## src/rtl/watch_timebase.sv

```systemverilog
// watch_timebase: seconds timebase and BCD clock with load and alarm.
//
// A prescaler divides clk down to a seconds tick. The tick period is
// CLK_HZ/TICK_HZ cycles, or FAST_DIV cycles when fast=1. Each tick advances
// an HH:MM:SS BCD counter. Hours run 00..23, or 12,01..11 with a pm flag
// when MODE12=1. A load with range checking sets the time. An armed alarm
// fires when a tick reaches HH:MM:00 equal to the alarm time. It stays high
// for ALARM_LEN ticks, or until it is acknowledged or disarmed.
//
// Ports:
//   clk, rstn                  clock (rising edge), async active-low reset
//   run, fast                  prescaler enable, fast terminal select
//   load, *_init, pm_init      synchronous time load
//   alarm_wr, alarm_h*/m*, alarm_pm, alarm_disarm, alarm_ack
//                              alarm programming and control
//   *_now, pm                  current time (BCD) and pm flag
//   sec_tick, min_tick         one-cycle pulses aligned with the new time
//   load_err                   one-cycle pulse: a load was rejected
//   alarm_armed, alarm         alarm state
module watch_timebase #(
  parameter int CLK_HZ    = 100000000,
  parameter int TICK_HZ   = 1,
  parameter int FAST_DIV  = 1000,
  parameter int MODE12    = 0,
  parameter int ALARM_LEN = 60
) (
  input  logic       clk,
  input  logic       rstn,
  input  logic       run,
  input  logic       fast,
  input  logic       load,
  input  logic [3:0] hourdec_init,
  input  logic [3:0] hourone_init,
  input  logic [3:0] mindec_init,
  input  logic [3:0] minone_init,
  input  logic [3:0] secdec_init,
  input  logic [3:0] secone_init,
  input  logic       pm_init,
  input  logic       alarm_wr,
  input  logic [3:0] alarm_hdec,
  input  logic [3:0] alarm_hone,
  input  logic [3:0] alarm_mdec,
  input  logic [3:0] alarm_mone,
  input  logic       alarm_pm,
  input  logic       alarm_disarm,
  input  logic       alarm_ack,
  output logic [3:0] hourdec_now,
  output logic [3:0] hourone_now,
  output logic [3:0] mindec_now,
  output logic [3:0] minone_now,
  output logic [3:0] secdec_now,
  output logic [3:0] secone_now,
  output logic       pm,
  output logic       sec_tick,
  output logic       min_tick,
  output logic       load_err,
  output logic       alarm_armed,
  output logic       alarm
);

  localparam int DIV = CLK_HZ / TICK_HZ;
  localparam int PW  = $clog2(DIV);
  localparam int AW  = $clog2(ALARM_LEN + 1);
  localparam logic [PW-1:0] TERM_NORM_C = PW'(DIV - 1);
  localparam logic [PW-1:0] TERM_FAST_C = PW'(FAST_DIV - 1);
  localparam logic [3:0] HDEC_RST_C = (MODE12 != 0) ? 4'd1 : 4'd0;
  localparam logic [3:0] HONE_RST_C = (MODE12 != 0) ? 4'd2 : 4'd0;

  // Range check for a time load in the configured hour format.
  function automatic logic load_valid(input logic [3:0] hd, input logic [3:0] ho,
                                      input logic [3:0] md, input logic [3:0] mo,
                                      input logic [3:0] sd, input logic [3:0] so);
    logic hour_ok;
    if (MODE12 != 0) begin
      hour_ok = ((hd == 4'd0) && (ho >= 4'd1) && (ho <= 4'd9)) ||
                ((hd == 4'd1) && (ho <= 4'd2));
    end else begin
      hour_ok = (ho <= 4'd9) && ((hd < 4'd2) || ((hd == 4'd2) && (ho <= 4'd3)));
    end
    return hour_ok && (md <= 4'd5) && (mo <= 4'd9) && (sd <= 4'd5) && (so <= 4'd9);
  endfunction

  // Hour increment, returned as {hourdec, hourone, pm}.
  function automatic logic [8:0] next_hour(input logic [3:0] hd, input logic [3:0] ho,
                                           input logic p);
    logic [8:0] r;
    if (MODE12 != 0) begin
      if ((hd == 4'd1) && (ho == 4'd1)) begin
        r = {4'd1, 4'd2, ~p};            // 11 -> 12 crosses noon/midnight
      end else if ((hd == 4'd1) && (ho == 4'd2)) begin
        r = {4'd0, 4'd1, p};             // 12 -> 01 keeps the half of day
      end else if (ho == 4'd9) begin
        r = {hd + 4'd1, 4'd0, p};
      end else begin
        r = {hd, ho + 4'd1, p};
      end
    end else begin
      if ((hd == 4'd2) && (ho == 4'd3)) begin
        r = {4'd0, 4'd0, 1'b0};
      end else if (ho == 4'd9) begin
        r = {hd + 4'd1, 4'd0, 1'b0};
      end else begin
        r = {hd, ho + 4'd1, 1'b0};
      end
    end
    return r;
  endfunction

  logic [PW-1:0] cnt_r;
  logic [3:0]    hd_r, ho_r, md_r, mo_r, sd_r, so_r;
  logic          pm_r, sec_tick_r, min_tick_r, load_err_r;
  logic [3:0]    al_hd_r, al_ho_r, al_md_r, al_mo_r;
  logic          al_pm_r, armed_r, alarm_r;
  logic [AW-1:0] al_cnt_r;

  logic [PW-1:0] term_s;
  logic          tick_s, tick_apply_s, load_ok_s, sec_wrap_s, match_s;
  logic [3:0]    nx_so_s, nx_sd_s, nx_mo_s, nx_md_s;
  logic [8:0]    nx_hour_s;

  assign term_s       = fast ? TERM_FAST_C : TERM_NORM_C;
  // >= rather than == so that switching to the shorter terminal mid-count
  // still produces a tick instead of wrapping through the whole counter.
  assign tick_s       = run && (cnt_r >= term_s);
  assign load_ok_s    = load && load_valid(hourdec_init, hourone_init, mindec_init,
                                           minone_init, secdec_init, secone_init);
  assign tick_apply_s = tick_s && !load;
  assign match_s      = armed_r && tick_apply_s && sec_wrap_s &&
                        (nx_hour_s[8:5] == al_hd_r) && (nx_hour_s[4:1] == al_ho_r) &&
                        (nx_md_s == al_md_r) && (nx_mo_s == al_mo_r) &&
                        (nx_hour_s[0] == al_pm_r);

  // BCD ripple of the time value one second ahead.
  always_comb begin
    nx_so_s    = so_r + 4'd1;
    nx_sd_s    = sd_r;
    nx_mo_s    = mo_r;
    nx_md_s    = md_r;
    nx_hour_s  = {hd_r, ho_r, pm_r};
    sec_wrap_s = 1'b0;
    if (so_r == 4'd9) begin
      nx_so_s = 4'd0;
      if (sd_r == 4'd5) begin
        nx_sd_s    = 4'd0;
        sec_wrap_s = 1'b1;
        if (mo_r == 4'd9) begin
          nx_mo_s = 4'd0;
          if (md_r == 4'd5) begin
            nx_md_s   = 4'd0;
            nx_hour_s = next_hour(hd_r, ho_r, pm_r);
          end else begin
            nx_md_s = md_r + 4'd1;
          end
        end else begin
          nx_mo_s = mo_r + 4'd1;
        end
      end else begin
        nx_sd_s = sd_r + 4'd1;
      end
    end else begin
      nx_so_s = so_r + 4'd1;
    end
  end

  // Prescaler: a rejected load leaves it untouched, an accepted one restarts it.
  always_ff @(posedge clk or negedge rstn) begin
    if (!rstn) begin
      cnt_r <= '0;
    end else if (load) begin
      cnt_r <= load_ok_s ? '0 : cnt_r;
    end else if (tick_s) begin
      cnt_r <= '0;
    end else if (run) begin
      cnt_r <= cnt_r + PW'(1);
    end
  end

  // Time registers and the pulses that accompany a new value.
  always_ff @(posedge clk or negedge rstn) begin
    if (!rstn) begin
      hd_r <= HDEC_RST_C; ho_r <= HONE_RST_C;
      md_r <= 4'd0; mo_r <= 4'd0; sd_r <= 4'd0; so_r <= 4'd0;
      pm_r <= 1'b0;
      sec_tick_r <= 1'b0; min_tick_r <= 1'b0; load_err_r <= 1'b0;
    end else begin
      sec_tick_r <= tick_apply_s;
      min_tick_r <= tick_apply_s && sec_wrap_s;
      load_err_r <= load && !load_ok_s;
      if (load_ok_s) begin
        hd_r <= hourdec_init; ho_r <= hourone_init;
        md_r <= mindec_init;  mo_r <= minone_init;
        sd_r <= secdec_init;  so_r <= secone_init;
        pm_r <= (MODE12 != 0) ? pm_init : 1'b0;
      end else if (tick_apply_s) begin
        hd_r <= nx_hour_s[8:5]; ho_r <= nx_hour_s[4:1];
        md_r <= nx_md_s; mo_r <= nx_mo_s;
        sd_r <= nx_sd_s; so_r <= nx_so_s;
        pm_r <= nx_hour_s[0];
      end
    end
  end

  // Alarm registers, arming, and the active-alarm countdown.
  always_ff @(posedge clk or negedge rstn) begin
    if (!rstn) begin
      al_hd_r <= HDEC_RST_C; al_ho_r <= HONE_RST_C;
      al_md_r <= 4'd0; al_mo_r <= 4'd0; al_pm_r <= 1'b0;
      armed_r <= 1'b0; alarm_r <= 1'b0; al_cnt_r <= '0;
    end else begin
      if (alarm_wr) begin
        al_hd_r <= alarm_hdec; al_ho_r <= alarm_hone;
        al_md_r <= alarm_mdec; al_mo_r <= alarm_mone;
        al_pm_r <= (MODE12 != 0) ? alarm_pm : 1'b0;
        armed_r <= 1'b1;
      end else if (alarm_disarm) begin
        armed_r <= 1'b0;
      end
      if (alarm_disarm && !alarm_wr) begin
        alarm_r <= 1'b0;
      end else if (match_s) begin
        alarm_r  <= 1'b1;
        al_cnt_r <= AW'(ALARM_LEN);
      end else if (alarm_r) begin
        if (alarm_ack) begin
          alarm_r <= 1'b0;
        end else if (tick_apply_s) begin
          al_cnt_r <= al_cnt_r - AW'(1);
          alarm_r  <= (al_cnt_r != AW'(1));
        end
      end
    end
  end

  assign hourdec_now = hd_r;
  assign hourone_now = ho_r;
  assign mindec_now  = md_r;
  assign minone_now  = mo_r;
  assign secdec_now  = sd_r;
  assign secone_now  = so_r;
  assign pm          = pm_r;
  assign sec_tick    = sec_tick_r;
  assign min_tick    = min_tick_r;
  assign load_err    = load_err_r;
  assign alarm_armed = armed_r;
  assign alarm       = alarm_r;

endmodule

```

## config.mk

```make
export PLATFORM = sky130hd
export DESIGN_NAME = watch_timebase
export DESIGN_NICKNAME = d
export VERILOG_FILES = /design/src/rtl/watch_timebase.sv
export SDC_FILE = /design/constraint.sdc
export NUM_CORES = 1
export LEC_CHECK = 0
export ABC_AREA = 1
export BUFFER_PORTS_ARGS = -buffer_cell sky130_fd_sc_hd__buf_4
export CORE_ASPECT_RATIO = 0.5
export CORE_MARGIN = 2
export CORE_UTILIZATION = 30
export CTS_CLUSTER_SIZE = 14
export DETAILED_ROUTE_END_ITERATION = 8
export GPL_TIMING_DRIVEN = 0
export PLACE_DENSITY = 0.46
export SYNTH_ARGS = -nofsm -noshare
export SYNTH_HDL_FRONTEND = slang
export SYNTH_SLANG_ARGS = --single-unit
export TNS_END_PERCENT = 30
```

## constraint.sdc

```tcl
create_clock -name clk -period 2.75 [get_ports clk]
set_clock_uncertainty 0.15 [all_clocks]
set_input_delay 0.55 -clock clk [delete_from_list [all_inputs] [get_ports clk]]
set_output_delay 0.55 -clock clk [all_outputs]
set_load 0.01 [all_outputs]
```

### Word level (Yosys, flattened, before mapping)

Index checks and enable logic that the tools add are counted.
W data, S select, Z words.

* memory bits (writable): 0
* input port bits: 50
* memory bits (read-only): 0
* word-level logic and storage cells: 132
* latch bits: 0
* memories: 0
* register bits after elaboration: 79

* equality and inequality tests: 15
* div/mod/pow operators: 0
* shift-type cells: 0
* multiplexer cells: 48
* reductions and logical operators: 33
* $add $sub $neg: 8
* $lt $le $gt $ge: 8
* bitwise gates (word level): 2
* multipliers: 0

Operators by type and width (count)
* $mux W27: 5
* $mux W4: 22
* $mux W9: 6
* $add A27 B1 Y27 const B: 1
* $ge A27 B27 Y1: 1
* $add A4 B1 Y4 const B: 6
* $mux W6: 4
* $logic_and A1 B1 Y1: 20
* $eq A4 B4 Y1: 4
* $eq A4 B2 Y1 const B: 3
* $eq A4 B4 Y1 const B: 3
* $le A4 B4 Y1 const B: 3
* $mux W1: 11
* $reduce_bool A2 Y1: 5
* $eq A4 B3 Y1 const B: 2
* $le A4 B3 Y1 const B: 2
* $ne A6 B1 Y1 const B: 1
* $sub A6 B1 Y6 const B: 1
* $le A4 B2 Y1 const B: 1
* $lt A4 B2 Y1 const B: 1
* $ne A2 B1 Y1 const B: 2
* $reduce_and A2 Y1: 2
* $reduce_and A4 Y1: 1
* $logic_not A1 Y1: 3
* other kinds (3): 4

### Logic depth before layout (Yosys ltp)

Gate-level depths: netlist (run 1).

* depth in word-level cells: 15
* depth in mapped cells: 16

### Least setup slack after synthesis (run 1)

Ideal clock, no wire load.

* path type: input to register
* from: input port fast
* to: register ho_r[3], in the netlist hourone_now[3]
* path buffers: 2
* setup time: 130 ps
* stages on the path: 15
* arrival time: 2124 ps
* path slack: 346 ps
* required time: 2470 ps
* cells stage by stage: ha_1 -> a21oi_1 -> o21ai_0 -> nand2_1 -> nand2_1 -> nand2_1 -> nand4_2 -> nand2_4 -> inv_6 -> nor2_8 -> inv_2 -> buf_6 -> buf_6 -> o211ai_1 -> o21ai_0

* longest elaborated chain between the ends: 5

RTL lines
* start, declared: RTL line 30 `input logic fast,`
* $mux W27: RTL line 121 `assign term_s = fast ? TERM_FAST_C : TERM_NORM_C;`
* $ge A27 B27 Y1: RTL line 124 `assign tick_s = run && (cnt_r >= term_s);`
* $logic_and A1 B1 Y1: RTL line 124
* $logic_and A1 B1 Y1: RTL line 127 `assign tick_apply_s = tick_s && !load;`
* named net tick_apply_s: RTL line 117 `logic tick_s, tick_apply_s, load_ok_s, sec_wrap_s, match_s;`
* $reduce_bool A2 Y1 (no line)
* end signal, assigned: RTL line 190 `hd_r <= hourdec_init; ho_r <= hourone_init;`
* end signal, assigned: RTL line 195 `hd_r <= nx_hour_s[8:5]; ho_r <= nx_hour_s[4:1];`
* end, declared: RTL line 110 `logic [3:0] hd_r, ho_r, md_r, mo_r, sd_r, so_r;`

The timed path passes the listed nets, and every way through them passes these cells.
A chain may end at the register's enable or synchronous reset.

### Worst setup path in the final report (run 1)

* from: input port secdec_init[1]
* to: register so_r[3], in the netlist secone_now[3]

* longest elaborated chain between the ends: 5
* elaborated cells between the ends (all ways): 6
* classes of those cells: order compare (1); mux (1); reduce/logical (4)

RTL lines
* start, declared: RTL line 36 `input logic [3:0] secdec_init,`
* $le A4 B3 Y1 (*): RTL line 80 `return hour_ok && (md <= 4'd5) && (mo <= 4'd9) && (sd <= 4'd5) && (so <= 4'd9);`
* $logic_and A1 B1 Y1 (*) (2 in series): RTL line 80
* $logic_and A1 B1 Y1 (*): RTL line 125 `assign load_ok_s = load && load_valid(hourdec_init, hourone_init, mindec_init,`
* $mux W4 or $reduce_bool A2 Y1 (tied branches)
* end signal, assigned: RTL line 192 `sd_r <= secdec_init; so_r <= secone_init;`
* end signal, assigned: RTL line 197 `sd_r <= nx_sd_s; so_r <= nx_so_s;`
* end, declared: RTL line 110

Mark *: on every way between the ends. The rest lies on a longest branch, timed or not.

==> results of run 1 <==
==> layer usage <==
layer / vias up / share of wire / GRT usage / wire length (µm)
li1: 2772 / - / - / -
met1: 2561 / 0.51 / 0.2561 / 8894
met2: 87 / 0.46 / 0.3077 / 8029
met3: 8 / 0.027 / 0.02643 / 470
met4: 0 / 0.0062 / 0.02776 / 108
met5: - / 0 / 0 / 0
==> metrics by stage <==
step                      setup slack [ns]  hold WS [ns]  total power, mW  setup TNS [ns]
after floorplan                     0.3459        0.1044            2.927               0
after global placement             -0.3668        0.3599            3.654          -8.590
after detailed placement           -0.3838        0.3654            3.665          -10.87
after CTS                          0.05123        0.2589            4.915               0
after global routing            -0.0002756        0.2732            5.270      -0.0002756
final                               0.1898        0.2443            4.893               0
==> layout by cell type (no fill, tap or decap), types with 8 or more instances in the layout <==
cell,netlist,layout
nor2_2,8,8
a21oi_1,16,16
inv_2,11,11
o211ai_1,11,11
nor2_1,83,82
buf_4,0,78
nor3_1,16,14
clkbuf_16,0,9
nand4_1,15,15
xor2_1,20,20
inv_1,87,87
nor2_4,8,9
o22ai_1,10,10
o21ai_0,55,54
nand2_1,219,219
nand3_1,73,73
ha_1,22,22
clkbuf_1,8,9
dfrtp_1,79,78
==> report_power, final <==
part | internal (mW) | switching, mW | total [mW]
Combinational | 0.749 | 1.15 | 1.89
Sequential | 1.41 | 0.367 | 1.78
Clock | 0.701 | 0.522 | 1.22
Total | 2.86 | 2.04 | 4.89
==> critical path: stages <==
cell and delay, ns:
buf_4 0.07, inv_1 0.04, o21ai_1 0.25, inv_1 0.07, nand4_1 0.09, nor2_1 0.06, nand2_1 0.11, clkbuf_1 0.51
clkbuf_1 0.61, nand4_1 0.17, o211ai_1 0.13
==> final timing paths <==
check	from	to	slack, ns	cells past startpoint
worst min register to register	cnt_r[0]	cnt_r[0]	0.38	1
worst min-delay path	rstn	al_mo_r[1]	0.24	1
worst max-delay path	secdec_init[1]	secone_now[3]	0.19	11
worst max register to register	cnt_r[15]	hourdec_now[1]	0.20	15
min in group clk	mindec_init[0]	mindec_now[0]	0.26	3
max in group asynchronous	rstn	cnt_r[14]	1.45	1
==> timing repair <==
action / CTS / global route
buffers inserted: 2 / 0
setup endpoints to repair: 5 / 36
hold buffers: 0 / 0
pin swaps: 1 / 1
gates cloned: 0 / 0
resized for setup: 0 / 9
==> logic make-up (layout without fill, tap and decap cells) <==
kind of cell,Yosys count,in the layout,share of synthesized area
XOR/XNOR,22,22,0.03435
adder cells (fa/ha/maj),22,22,0.04907
AO/OA/AOI/OAI,105,105,0.1051
buffers and inverters,113,207,0.08119
flip-flops,79,79,0.3524
AND/OR/NAND/NOR,451,451,0.3779
==> area by class of cell <==
class	instances	area [µm²]
sequential	79	1978
clock buffer	10	229.0
clock inverter	5	58.81
buffer	14	78.83
timing repair buffer	79	596.8
fill	1956	11520
multi-input combinational	600	3207
tap	240	300.3
inverter	99	376.6
==> registers in the layout, summed over array words and instances, names as in the netlist, 4 cells and up <==
name	flops
al_cnt_r	6
al_hd_r	4
al_ho_r	4
al_md_r	4
al_mo_r	4
cnt_r	27
hourdec_now	4
hourone_now	4
mindec_now	4
minone_now	4
secdec_now	4
secone_now	4
==> flow_metrics.tcl, run 1 <==
set metrics [dict create \
    place_area_um2 6487 \
    status "finished clean" \
    synth_area_leader_cell "dfrtp_1" \
    die_h_um 100.7 \
    instances_no_fill 1126 \
    numPortBuffers 77 \
    final_hold_viol_count 0 \
    crit_type "primary input to register" \
    start_kind "primary input" \
    syn_area_per_cell_um2 7.082 \
    synth_edf_count 0 \
    tightest_slew_ns 1.068 \
    start_util 0.3057 \
    yosysSeqAreaShare 0.3524 \
    via_per_inst 4.821 \
    drt_pass1_iterations 5 \
    hp-class "primary input to async pin" \
    h-tree-depth 3 \
    synth_nets 864 \
    core-area_um2 18350 \
    grt_pass1_wl_mm 28.14 \
    cts_max_path_buffers 2 \
    netlist_instances 792 \
    max-cap-violations 0 \
    n_antenna_cell 0 \
    path_max_fanout 10 \
    dp_hpwl_mm 13.64 \
    ys_types 40 \
    wirelength_mm 17.50 \
    post_drt_wl_per_cell_um 15.54 \
    grt_max_degree 80 \
    grt_antenna_before_repair 0 \
    drcViolationCount 0 \
    fp.dieArea_um2 19870 \
    period_share 0.9310 \
    postLayoutCoreUtil 0.3720 \
    period_needed_ns 2.560 \
    synth_top_cell_area_share 0.3524 \
    synth_area_leaders "dfrtp_1, nand2_1, nand3_1" \
    num_rows 35 \
    p_leak_nw 3.361 \
    via_count 5428 \
    grt_use_total 0.1831 \
    fmax_mhz 390.6 \
    syn_to_final_growth_pct 21.68 \
    yosysMostFrequentCell "nand2_1" \
    drtAntennaViolNets 0 \
    ys_seq_elements 79 \
    fin_area_um2 6825 \
    place.gp.congestion 0.8908 \
    yosysWarnings 0 \
    cts_root_buf "clkbuf_16" \
    synth-main-ff-cell "dfrtp_1" \
    grt-ovfl-total 0 \
    io_pins 80 \
    ys_async_sr_fraction 1.000 \
    finalSetupViolCount 0 \
    required_ns 2.86 \
    syn_area_um2 5609 \
    synth_common_cells "nand2_1, inv_1, nor2_1, dfrtp_1, nand3_1" \
    nets 954 \
    clkSinkCount 79 \
    cts_tree "yes" \
    peakVddDrop_uv 282.6 \
    drive_gt1_frac 0.1761 \
    place_inst 1109 \
    fp.dieW_um 197.4 \
    clk_latency_ns 0.34 \
    first_global_vias 5220 \
    power.density_nw_per_um2 716.9 \
    critPathArrivalTime_ns 2.67 \
    worst_setup_path_end_kind "register" \
    drtIter0Drc 348 \
    path_clk_slew_ns 0.06 \
    cts_buffers 9 \
    slew_violations 0 \
    relSlewSlack 0.2882 \
]
Note: power is estimated with default switching activity, not from simulation.
==> run 2: changes to the inputs <==
--- a/config.mk
+++ b/config.mk
@@ -7,13 +7,15 @@
 export LEC_CHECK = 0
 export ABC_AREA = 1
 export BUFFER_PORTS_ARGS = -buffer_cell sky130_fd_sc_hd__buf_4
+export CELL_PAD_IN_SITES_DETAIL_PLACEMENT = 1
+export CELL_PAD_IN_SITES_GLOBAL_PLACEMENT = 1
 export CORE_ASPECT_RATIO = 0.5
 export CORE_MARGIN = 2
 export CORE_UTILIZATION = 30
 export CTS_CLUSTER_SIZE = 14
 export DETAILED_ROUTE_END_ITERATION = 8
 export GPL_TIMING_DRIVEN = 0
-export PLACE_DENSITY = 0.46
+export PLACE_DENSITY_LB_ADDON = 0.1
 export SYNTH_ARGS = -nofsm -noshare
 export SYNTH_HDL_FRONTEND = slang
 export SYNTH_SLANG_ARGS = --single-unit
==> flow_metrics.tcl, run 2 (synthesis results as in run 1) <==
set metrics [dict create \
    status "finished clean" \
    tightest_slew_ns 1.124 \
    clkPwrFrac 0.277 \
    p_switching_mw 2.123 \
    start_util 0.3057 \
    syn_to_final_growth_pct 24.51 \
    io_pins 80 \
    cts_hold_buf 0 \
    period_share 0.9657 \
    power.density_nw_per_um2 744.0 \
    top_regs "cnt_r: 27 flops, al_cnt_r: 6 flops" \
    post_drt_wl_per_cell_um 17.19 \
    period_needed_ns 2.656 \
    drtAntennaViolNets 0 \
    wl_met3_um 531 \
    nets 957 \
    drive_gt1_frac 0.2011 \
    instances_no_fill 1130 \
    clkSinkCount 79 \
    grt_pass1_wl_mm 31.60 \
    num_rows 35 \
    cts_max_path_buffers 2 \
    cts_buffers 9 \
    grt_use_total 0.2079 \
    numPortBuffers 77 \
    required_ns 2.81 \
    h-tree-depth 3 \
    intPower_mw 3.073 \
    fp.dieW_um 197.4 \
    pwr-share-seq 0.345 \
    cp_top_family "compound AO/OA/AOI/OAI gates" \
    start_kind "primary input" \
    fmax_mhz 376.6 \
    drcViolationCount 0 \
    final_hold_viol_count 0 \
    via_count 5534 \
    slew_violations 0 \
    drt_pass1_iterations 4 \
    grt_max_degree 80 \
    relSlewSlack 0.2504 \
    power.total_mw 5.197 \
    num-fill-cells 2285 \
    comb_power_share 0.379 \
    finalSetupViolCount 0 \
    final_cell_mix "nand2_1, inv_1, buf_4" \
    n_antenna_cell 0 \
    crit_type "primary input to register" \
    place.gp.congestion 0.7835 \
    peakVddDrop_uv 329.0 \
    path_max_fanout 10 \
    fp.dieArea_um2 19870 \
    p_sw_frac 0.4086 \
    cp_common_cell "clkbuf_1" \
    multi_input_area_um2 3276 \
    wirelength_mm 19.42 \
    cts_tree "yes" \
    seq_area_um2 1987 \
    hp-class "primary input to async pin" \
    largest_reg_flops 27 \
    place_inst 1109 \
    top_layer_used "met4" \
    max_stage_delay_ns 0.40 \
    max-cap-violations 0 \
    drtIter0Drc 237 \
    grt-ovfl-total 0 \
    worst_setup_path_end_kind "register" \
    cts_root_buf "clkbuf_16" \
    core-area_um2 18350 \
    grt_antenna_before_repair 0 \
    via_per_inst 4.897 \
    cp_slowest_cell "clkbuf_1" \
    critPathArrivalTime_ns 2.72 \
    path_cells "buf_4 -> o21ai_0 -> nand3_1 -> nor2_1 -> nand2_1 -> clkbuf_1 -> clkbuf_1 -> o211ai_1 -> o21ai_1" \
    largest_register "cnt_r" \
    final_common_cell "nand2_1" \
    first_global_vias 5710 \
    crit_buf_inv 3 \
    path_clk_slew_ns 0.07 \
    met1_length_mm 9.588 \
    die_h_um 100.7 \
    clk_latency_ns 0.35 \
    dp_hpwl_mm 14.87 \
    wl_met2_mm 9.030 \
    p_leak_nw 3.393 \
]
==> run 2: cell count changes in the layout (fill, tap and decap cells not counted), moves of 3 or more <==
| cell | change |
|---|---|
| dfrtp_1 | -7 |
| dfrtp_2 | +7 |
| buf_4 | +4 |
| ha_1 | -3 |
| ha_4 | +3 |
| nor2_1 | -3 |
==> run 2: power by group through the flow <==
stage	registers, mW	clock network [mW]	logic (mW)
2_1_floorplan	1.75	0	1.17
3_3_place_gp	1.80	0	1.88
3_5_place_dp	1.80	0	1.92
4_1_cts	1.79	1.47	1.94
5_1_grt	1.84	1.52	2.23
6_report	1.79	1.44	1.97
==> run 2: final timing paths <==
path / from / slack (ns) / cells after the start / to
worst min-delay path: rstn / 0.23 / 1 / cnt_r[18]
worst max-delay path: minone_init[1] / 0.09 / 9 / hourdec_now[1]
worst min register to register: al_cnt_r[4] / 0.38 / 2 / al_cnt_r[4]
max in group asynchronous: rstn / 1.40 / 1 / hourone_now[0]
min in group clk: alarm_hdec[2] / 0.26 / 3 / al_hd_r[2]
worst max register to register: cnt_r[26] / 0.16 / 13 / al_cnt_r[4]
==> run 2: area by class of cell <==
cell class	instances	share of cell area
flip-flops and latches	79	0.2845
clock buffers	9	0.03225
plain buffers	13	0.009674
repair buffers	83	0.09029
multi-input cells	600	0.4690
well taps	240	0.04300
inverters	99	0.05392
clock inverters	7	0.01738
==> run 2: per-layer routing <==
layer | global-route usage | vias to the layer above
met5 | 0 | -
met4 | 0.04743 | 0
met3 | 0.03546 | 20
met2 | 0.3462 | 59
met1 | 0.2842 | 2672
li1 | - | 2783
==> run 2: stage by stage <==
stage	util	TNS [ns]	setup WS (ns)	hold slack, ns	area [µm²]
4_1_cts	0.3744	0	0.009203	0.2484	6870
2_1_floorplan	-	0	0.3459	0.1044	5609
3_5_place_dp	0.3536	-12.13	-0.4667	0.3683	6487
3_3_place_gp	0.3536	-10.09	-0.4651	0.3554	6487
6_report	0.3806	0	0.09445	0.2254	6984
5_1_grt	0.3806	-0.04276	-0.02414	0.2568	6984
==> run 2: what timing repair did <==
item | 4_1_cts | 5_1_grt
gates cloned | 0 | 0
buffers inserted | 2 | 4
hold endpoints to repair | 0 | 0
resized for setup | 2 | 28
endpoints found under the setup margin | 5 | 46
pin swaps | 2 | 7
==> run 3: changes to the inputs <==
--- a/config.mk
+++ b/config.mk
@@ -10,7 +10,6 @@
 export CELL_PAD_IN_SITES_DETAIL_PLACEMENT = 1
 export CELL_PAD_IN_SITES_GLOBAL_PLACEMENT = 1
 export CORE_ASPECT_RATIO = 0.5
-export CORE_MARGIN = 2
 export CORE_UTILIZATION = 30
 export CTS_CLUSTER_SIZE = 14
 export DETAILED_ROUTE_END_ITERATION = 8
==> flow_metrics.tcl, run 3 (synthesis results as in run 1) <==
set metrics [dict create \
    numPortBuffers 77 \
    syn_to_final_growth_pct 24.83 \
    comb_power_share 0.395 \
    max_stage_delay_ns 0.40 \
    path_max_fanout 10 \
    cts_hold_buf 0 \
    via_count 5643 \
    first_global_vias 5874 \
    start_util 0.3147 \
    die_h_um 98.69 \
    drtIter0Drc 216 \
    post_drt_wl_per_cell_um 17.17 \
    slew_violations 0 \
    status "finished clean" \
    drt_pass1_iterations 4 \
    top_regs "cnt_r: 27 flops, al_cnt_r: 6 flops" \
    place.gp.congestion 0.8104 \
    clk_latency_ns 0.35 \
    critPathArrivalTime_ns 2.66 \
    cts_tree "yes" \
    largest_reg_flops 27 \
    fin_hold_ws_ns 0.2552 \
    final_common_cell "nand2_1" \
    max-cap-violations 0 \
    p_leak_nw 3.459 \
    grt_pass1_wl_mm 31.53 \
    hp-class "primary input to async pin" \
    core-area_um2 17820 \
    drcViolationCount 0 \
    wirelength_mm 19.48 \
    clkSinkCount 79 \
    power.density_nw_per_um2 720.3 \
    grtUsageMet3 0.02977 \
    tightest_slew_ns 1.120 \
    power.total_mw 5.043 \
    cts_max_path_buffers 2 \
    grt-ovfl-total 0 \
    io_pins 80 \
    grt_use_total 0.2121 \
    num_rows 34 \
    start_kind "register" \
    n_antenna_cell 0 \
    rrSetupSlack_ns 0.16 \
    largest_register "cnt_r" \
    period_share 0.9434 \
    top_usage_layer "met2" \
    grt_antenna_before_repair 0 \
    cts_buffers 9 \
    crit_type "register to register" \
    fmax_mhz 385.5 \
    clkPwrFrac 0.250 \
    dp_hpwl_mm 14.94 \
    cts_root_buf "clkbuf_16" \
    path_cells "ha_1 -> a21oi_1 -> o21ai_2 -> nand2_1 -> nand2_1 -> nand3_2 -> nand4_4 -> nand2_4 -> inv_8 -> nor2_8 -> inv_2 -> buf_6 -> buf_8 -> o211ai_1 -> o21ai_1" \
    path_clk_slew_ns 0.07 \
    peakVddDrop_uv 328.0 \
    fp.dieW_um 195.4 \
    postLayoutCoreUtil 0.3928 \
    grt_max_degree 80 \
    nets 968 \
    pwr-share-seq 0.355 \
    relSlewSlack 0.2531 \
    required_ns 2.81 \
    r2r_start "cnt_r[4]" \
    regToRegEndpoint "hourdec_now[1]" \
    p_sw_frac 0.4188 \
    drtAntennaViolNets 0 \
    h-tree-depth 3 \
    intPower_mw 2.931 \
    cp_slowest_cell "dfrtp_1" \
    grt_use_met2 0.3527 \
    period_needed_ns 2.594 \
    via_per_inst 4.976 \
    fp.dieArea_um2 19280 \
    reg2reg_depth 15 \
    final_hold_viol_count 0 \
    drive_gt1_frac 0.2056 \
    cp_common_cell "nand2_1" \
    use_met1 0.2929 \
    final_cell_mix "nand2_1, buf_4, inv_1" \
    worst_setup_path_end_kind "register" \
    p_switching_mw 2.112 \
    finalSetupViolCount 0 \
]
==> run 3: changes by cell type in the layout (fill, tap and decap cells not counted), moves of 2 or more <==
cell and delta:
clkbuf_1 -3, buf_4 +9, nor2_1 +2, ha_4 -2, nor2_2 -2, dfrtp_2 -2, bufinv_16 -2, ha_1 +2
clkinvlp_4 -3, clkbuf_2 +3, clkinv_2 +2, dfrtp_1 +2
==> run 3: worst max-delay path, delay by kind of cell, from the launching register on <==
kind,cells,cell delay (ns)
AOI/OAI and AO/OA,4,0.52
buffers and inverters,4,0.40
adders and majority gates,1,0.32
and+or+nand+nor,6,0.66
DFF,1,0.40
==> run 3: final cells by class <==
cell class	instances	area (µm²)
Clock inverter	5	57.56
Timing Repair Buffer	93	718.2
Fill cell	2229	10820
Tap cell	234	292.8
Clock buffer	10	239.0
Multi-Input combinational cell	600	3244
Buffer	14	86.33
Inverter	99	379.1
Sequential cell	79	1984
==> run 3: worst max-delay path by stage <==
stage / startpoint / endpoint / slack [ns] / depth (start not counted)
after floorplan: fast / hourone_now[3] / 0.35 / 15
after global placement: fast / hourdec_now[1] / -0.48 / 16
after detailed placement: fast / hourdec_now[1] / -0.53 / 16
after CTS: cnt_r[4] / hourdec_now[1] / 0.03 / 15
after global routing: hourone_now[1] / al_cnt_r[0] / -0.02 / 15
final: cnt_r[4] / hourdec_now[1] / 0.16 / 15
==> run 3: power by group through the flow <==
stage	combinational, mW	sequential [mW]	clock [mW]
after floorplan	1.17	1.75	0
after global placement	1.87	1.80	0
after detailed placement	1.92	1.80	0
after CTS	1.94	1.78	1.29
after global routing	2.27	1.83	1.32
final	1.99	1.79	1.26
==> run 3: through the flow <==
| stage | cell area (µm²) | setup TNS, ns | setup slack (ns) | cells |
|---|---|---|---|---|
| finish | 7002 | 0 | 0.1558 | 1134 |
| global route | 7002 | -0.02286 | -0.01822 | 1134 |
| floorplan | 5609 | 0 | 0.3459 | 792 |
| CTS | 6804 | 0 | 0.02512 | 1120 |
| detailed placement | 6480 | -14.75 | -0.5324 | 1103 |
| global placement | 6480 | -9.983 | -0.4808 | 1103 |
==> run 3: repair_timing <==
item,4_1_cts,5_1_grt
setup endpoints to repair,10,23
buffers inserted,2,14
resized for setup,2,29
pin swaps,1,10
==> run 3: layer usage <==
metal,share of wire,wire length (µm)
met5,0,0
met3,0.030,586
met1,0.49,9611
met2,0.47,9085
met4,0.0098,191
